## src/rtl/bt_event_packetizer.sv

```systemverilog
// Debounces five push-buttons and emits a byte packet per accepted change into a FIFO.
// Optional macro BT_PKT_CHECKSUM_EN adds a trailing XOR checksum byte (4-byte packets instead of 3).
module bt_event_packetizer #(
  parameter int unsigned DEBOUNCE_CYCLES = 2000000,
  parameter logic [7:0]  HEADER          = 8'hA5
) (
  input  logic       clk,
  input  logic       rst,
  input  logic [4:0] bt,
  input  logic       fifo_full,
  output logic [7:0] fifo_din,
  output logic       fifo_wr_en,
  output logic       busy,
  output logic [7:0] drop_cnt
);

  localparam logic [20:0] DB_LAST = 21'(DEBOUNCE_CYCLES - 1);

  typedef enum logic [2:0] {IDLE, HDR, SEQ, DAT, CHK} state_t;

`ifdef BT_PKT_CHECKSUM_EN
  localparam state_t LAST = CHK;

  function automatic logic [7:0] chk_byte(input logic [7:0] s, input logic [4:0] d);
    return HEADER ^ s ^ {3'b000, d};
  endfunction
`else
  localparam state_t LAST = DAT;
`endif

  logic [4:0]  bt_p0, bt_p1, bt_p2;
  logic [20:0] db_cnt;
  logic [4:0]  bt_db;
  logic        evt;
  state_t      state;
  logic [7:0]  seq;
  logic [4:0]  snap;
  logic        pend_vld;
  logic [4:0]  pend_data;
  logic        done;
  logic        evt_to_pend;
  logic        evt_drop;

  assign fifo_wr_en  = (state != IDLE) & ~fifo_full;
  assign done        = fifo_wr_en & (state == LAST);
  assign busy        = (state != IDLE) | pend_vld;
  // An event that coincides with the final byte starts the next packet directly.
  assign evt_to_pend = evt & (state != IDLE) & ~pend_vld & ~done;
  assign evt_drop    = evt & (state != IDLE) & pend_vld;

  always_comb begin
    fifo_din = 8'h00;
    case (state)
      HDR:     fifo_din = HEADER;
      SEQ:     fifo_din = seq;
      DAT:     fifo_din = {3'b000, snap};
`ifdef BT_PKT_CHECKSUM_EN
      CHK:     fifo_din = chk_byte(seq, snap);
`endif
      default: fifo_din = 8'h00;
    endcase
  end

  always_ff @(posedge clk) begin
    if (rst) begin
      bt_p0     <= '0;
      bt_p1     <= '0;
      bt_p2     <= '0;
      db_cnt    <= '0;
      bt_db     <= '0;
      evt       <= 1'b0;
      state     <= IDLE;
      seq       <= '0;
      snap      <= '0;
      pend_vld  <= 1'b0;
      pend_data <= '0;
      drop_cnt  <= '0;
    end else begin
      // synchronizer (p0, p1) and previous-sample register (p2)
      bt_p0 <= bt;
      bt_p1 <= bt_p0;
      bt_p2 <= bt_p1;

      // debounce: accept the vector after DEBOUNCE_CYCLES stable samples
      evt <= 1'b0;
      if (bt_p1 != bt_p2) begin
        db_cnt <= '0;
      end else if (db_cnt != DB_LAST) begin
        db_cnt <= db_cnt + 21'd1;
      end else if (bt_p1 != bt_db) begin
        bt_db <= bt_p1;
        evt   <= 1'b1;
      end

      if (evt_to_pend) begin
        pend_vld  <= 1'b1;
        pend_data <= bt_db;
      end
      if (evt_drop && drop_cnt != 8'hFF) drop_cnt <= drop_cnt + 8'd1;

      // packet sequencer: each emitting state advances only when its byte is written
      case (state)
        IDLE: if (evt) begin
          state <= HDR;
          snap  <= bt_db;
        end
        HDR: if (fifo_wr_en) state <= SEQ;
        SEQ: if (fifo_wr_en) state <= DAT;
`ifdef BT_PKT_CHECKSUM_EN
        DAT: if (fifo_wr_en) state <= CHK;
`endif
        default: ;
      endcase

      if (done) begin
        seq <= seq + 8'd1;
        if (pend_vld) begin
          state    <= HDR;
          snap     <= pend_data;
          pend_vld <= 1'b0;
        end else if (evt) begin
          state <= HDR;
          snap  <= bt_db;
        end else begin
          state <= IDLE;
        end
      end
    end
  end

endmodule

```

## config.mk

```make
export PLATFORM = sky130hd
export DESIGN_NAME = bt_event_packetizer
export DESIGN_NICKNAME = d
export VERILOG_FILES = /design/src/rtl/bt_event_packetizer.sv
export SDC_FILE = /design/constraint.sdc
export NUM_CORES = 1
export LEC_CHECK = 0
export CORE_ASPECT_RATIO = 1.75
export CORE_UTILIZATION = 57
export DETAILED_ROUTE_END_ITERATION = 10
export GPL_ROUTABILITY_DRIVEN = 0
export GPL_TIMING_DRIVEN = 1
export PLACE_DENSITY = 0.78
export SETUP_SLACK_MARGIN = 0.3
export SLEW_MARGIN = 20
export SYNTH_ARGS = -nofsm -noshare
export SYNTH_HDL_FRONTEND = slang
export SYNTH_SLANG_ARGS = --single-unit
```

## constraint.sdc

```tcl
create_clock -name clk -period 2.3 [get_ports clk]
set_input_delay 0.345 -clock clk [delete_from_list [all_inputs] [get_ports clk]]
set_output_delay 0.345 -clock clk [all_outputs]
set_load 0.005 [all_outputs]
```

==> results_dict.tcl <==
set metrics [dict create \
    numCtsBuffers 9 \
    ys_seq_elements 71 \
    areaGrowthSynthToFinish_pct 23.7 \
    synth_cell_types 50 \
    clock_latency_ns 0.35 \
    r2r_end "state[0]" \
    antenna_cells 0 \
    die_y_um 102 \
    synth-adder-area-share 0.0349 \
    antenna_found_initial 0 \
    drv_cap 0 \
    cts_root_buf "clkbuf_8" \
    maxSlewViolCount 0 \
    path_cells "inv_6, ha_4, buf_4, a22oi_1, a21oi_1, dlygate4sd2_1" \
    nNetsFinal 395 \
    avgSynthCellArea_um2 9.60 \
    outcome "completed" \
    synth.cell_area_um2 3230 \
    grt_usage 0.245 \
    cp_top_family "buffers and inverters" \
    critical_path_class "reg2out" \
    cp_max_fo 5 \
    io_pins 26 \
    worstHoldEndpoint "bt_p1[3]" \
    cts_tree "yes" \
    skew_ns 0.0105 \
    gr-total-overflow 0 \
    cts_buffer_depth 2 \
    synth_edf_count 0 \
    critPathSlowestCell "dfxtp_4" \
    wirelength_um 6540 \
    yosys_warnings 0 \
    synthFlopType "dfxtp_1" \
    multi_input_area_um2 1820 \
    worstSetupEndpointType "output pin" \
    ff2ff_setup_slack_ns 0.38 \
    synth_xor_area_frac 0.106 \
    worstReg2RegStart "state[0]" \
    fp.dieW_um 58.9 \
    fill_cells 396 \
    final.min_clock_period_ns 1.98 \
    drive_gt1_frac 0.170 \
    hpwlAfterDp_um 4330 \
    h-tree-depth 3 \
    min_from "bt_p0[3]" \
    via_per_inst 5.53 \
    yosys.area_share.simple 0.272 \
    ir_drop_mv 0.711 \
    fin_setup_tns_ns 0 \
    clkTransAtPathRegs_ns 0.08 \
    grt_max_degree 22 \
    regArea_um2 1430 \
    worst_pin_slew_ns 0.550 \
    cp_num_buf_inv 3 \
    grt_pass1_wl_um 11100 \
    synth_compound_area_frac 0.0764 \
    antenna_left 0 \
    hold_path_class "reg2reg" \
    leakagePower_nw 1.64 \
    cpPeakStageDelay_ns 0.38 \
    synthCells 336 \
    whs_path_depth 1 \
    synth.yosys.seq_area_share 0.440 \
    muxShareOfSynthArea 0.0512 \
    slew_headroom 0.633 \
    fin_crit_sh 0.860 \
    hold_ws_ns 0.442 \
    async_flop_share 0 \
    fmax_ghz 0.506 \
    start_util 0.604 \
    clock_sinks 71 \
    vias 2525 \
    cp.arrival_ns 1.63 \
    cts_hold_buf 0 \
    die_area_um2 5980 \
    synth_top_family_by_area "simple AND/OR/NAND/NOR gates" \
    coreArea_um2 5340 \
    worstRegToRegCells 8 \
    std_cell_rows 35 \
    wl_per_cell_um 14.3 \
    hold_violations 0 \
    synth_nets 353 \
    cp-start-kind "flip-flop" \
    drc_errors 0 \
    dr.pass1.iters 4 \
    port_buffers 25 \
    finalSetupViolations 0 \
    worstPathRequired_ns 1.96 \
    p_per_area_nw_per_um2 634 \
    drtIter0Drc 113 \
    rsz0062_at_grt "yes" \
    grt_pass1_vias 2514 \
]
[repair_timing]
| item | 4_1_cts | 5_1_grt |
|---|---|---|
| resized for setup | 25 | 11 |
| setup endpoints to repair | 29 | 14 |
| setup buffers | 10 | 1 |
| pin swaps | 4 | 2 |
[metal layers]
layer  global-route usage  vias to the layer above  wire, µm
met5                    0                        -         0
met4                0.139                        0       214
met3               0.0460                       19       186
met2                0.429                       48      3420
met1                0.271                     1207      2720
li1                     -                     1251         -
[kinds of logic (layout without fill, tap and decap cells)]
kind of cell	count (synthesis)	after routing
AOI/OAI and AO/OA	33	33
and+or+nand+nor	154	154
muxes	14	14
adders and majority gates	9	9
xor gates and xnor gates	39	39
buffers and inverters	16	63
DFF	71	71
[registers in the layout, summed over array words and instances, names as in the netlist, 2 cells and up, named ones only]
| signal | cells |
|---|---|
| bt_db | 5 |
| bt_p0 | 5 |
| bt_p1 | 5 |
| bt_p2 | 5 |
| db_cnt | 21 |
| drop_cnt | 8 |
| pend_data | 5 |
| seq | 8 |
| state | 2 |
[how the worst max path moves through the flow]
stage / from / endpoint / cells after the start
5_1_grt: state[0] / fifo_din[6] / 6
3_5_place_dp: state[1] / drop_cnt[4] / 7
6_report: state[0] / fifo_din[0] / 6
4_1_cts: state[0] / busy / 5
2_1_floorplan: state[1] / flip-flop / 8
3_3_place_gp: state[1] / drop_cnt[4] / 7
[cells in the mapped netlist, types with 8 or more instances]
cell type	n	area (µm²)
nor2b_1	21	131
clkbuf_1	8	30.0
nand2_1	18	67.6
nand3_1	11	55.1
a21oi_1	11	55.1
dfxtp_1	71	1420
and3_1	9	56.3
nor2_1	57	214
xor2_1	27	236
ha_1	9	113
nand4_1	10	62.6
xnor2_1	12	105
mux2i_1	9	90.1
[area by class of cell]
| class | instances | area share |
|---|---|---|
| clock inverters | 6 | 0.0288 |
| repair buffers | 42 | 0.0947 |
| inverters | 5 | 0.00596 |
| clock buffers | 10 | 0.0320 |
| flip-flops and latches | 71 | 0.358 |
| multi-input cells | 249 | 0.457 |
| well taps | 74 | 0.0232 |
[power breakdown]
part	total [W]	internal, W	leakage [nW]	switching, W
Combinational	0.0000817	0.0000373	0.948	0.0000444
Sequential	0.00125	0.00124	0.577	0.00000787
Clock	0.00120	0.000728	0.117	0.000473
[through the flow]
step,util,power [W],instances,instance area [µm²],setup slack (ns)
after floorplan,-,0.00133,336,3230,0.312
after global placement,0.669,0.00136,430,3570,0.244
after detailed placement,0.669,0.00136,430,3570,0.154
after CTS,0.738,0.00255,456,3950,0.307
after global routing,0.747,0.00262,457,3990,0.289
final,0.747,0.00253,457,3990,0.323
[placed cells by master (no fill, tap or decap), types with 3 or more instances in the layout]
cell type,Yosys,routed
a21oi_1,11,10
a222oi_1,4,4
a22oi_1,5,4
and3_1,9,8
buf_4,0,16
bufinv_16,0,3
clkbuf_8,0,9
clkdlybuf4s50_1,0,15
dfxtp_1,71,68
dlygate4sd2_1,0,7
ha_1,9,4
ha_4,0,4
inv_1,5,3
inv_6,0,3
mux2_4,5,5
mux2i_1,9,9
nand2_1,18,18
nand3_1,11,11
nand4_1,10,10
nor2_1,57,56
nor2b_1,21,20
nor3_1,4,4
or3_1,3,3
xnor2_1,12,12
xor2_1,27,27
(Power assumes the default switching activity.)
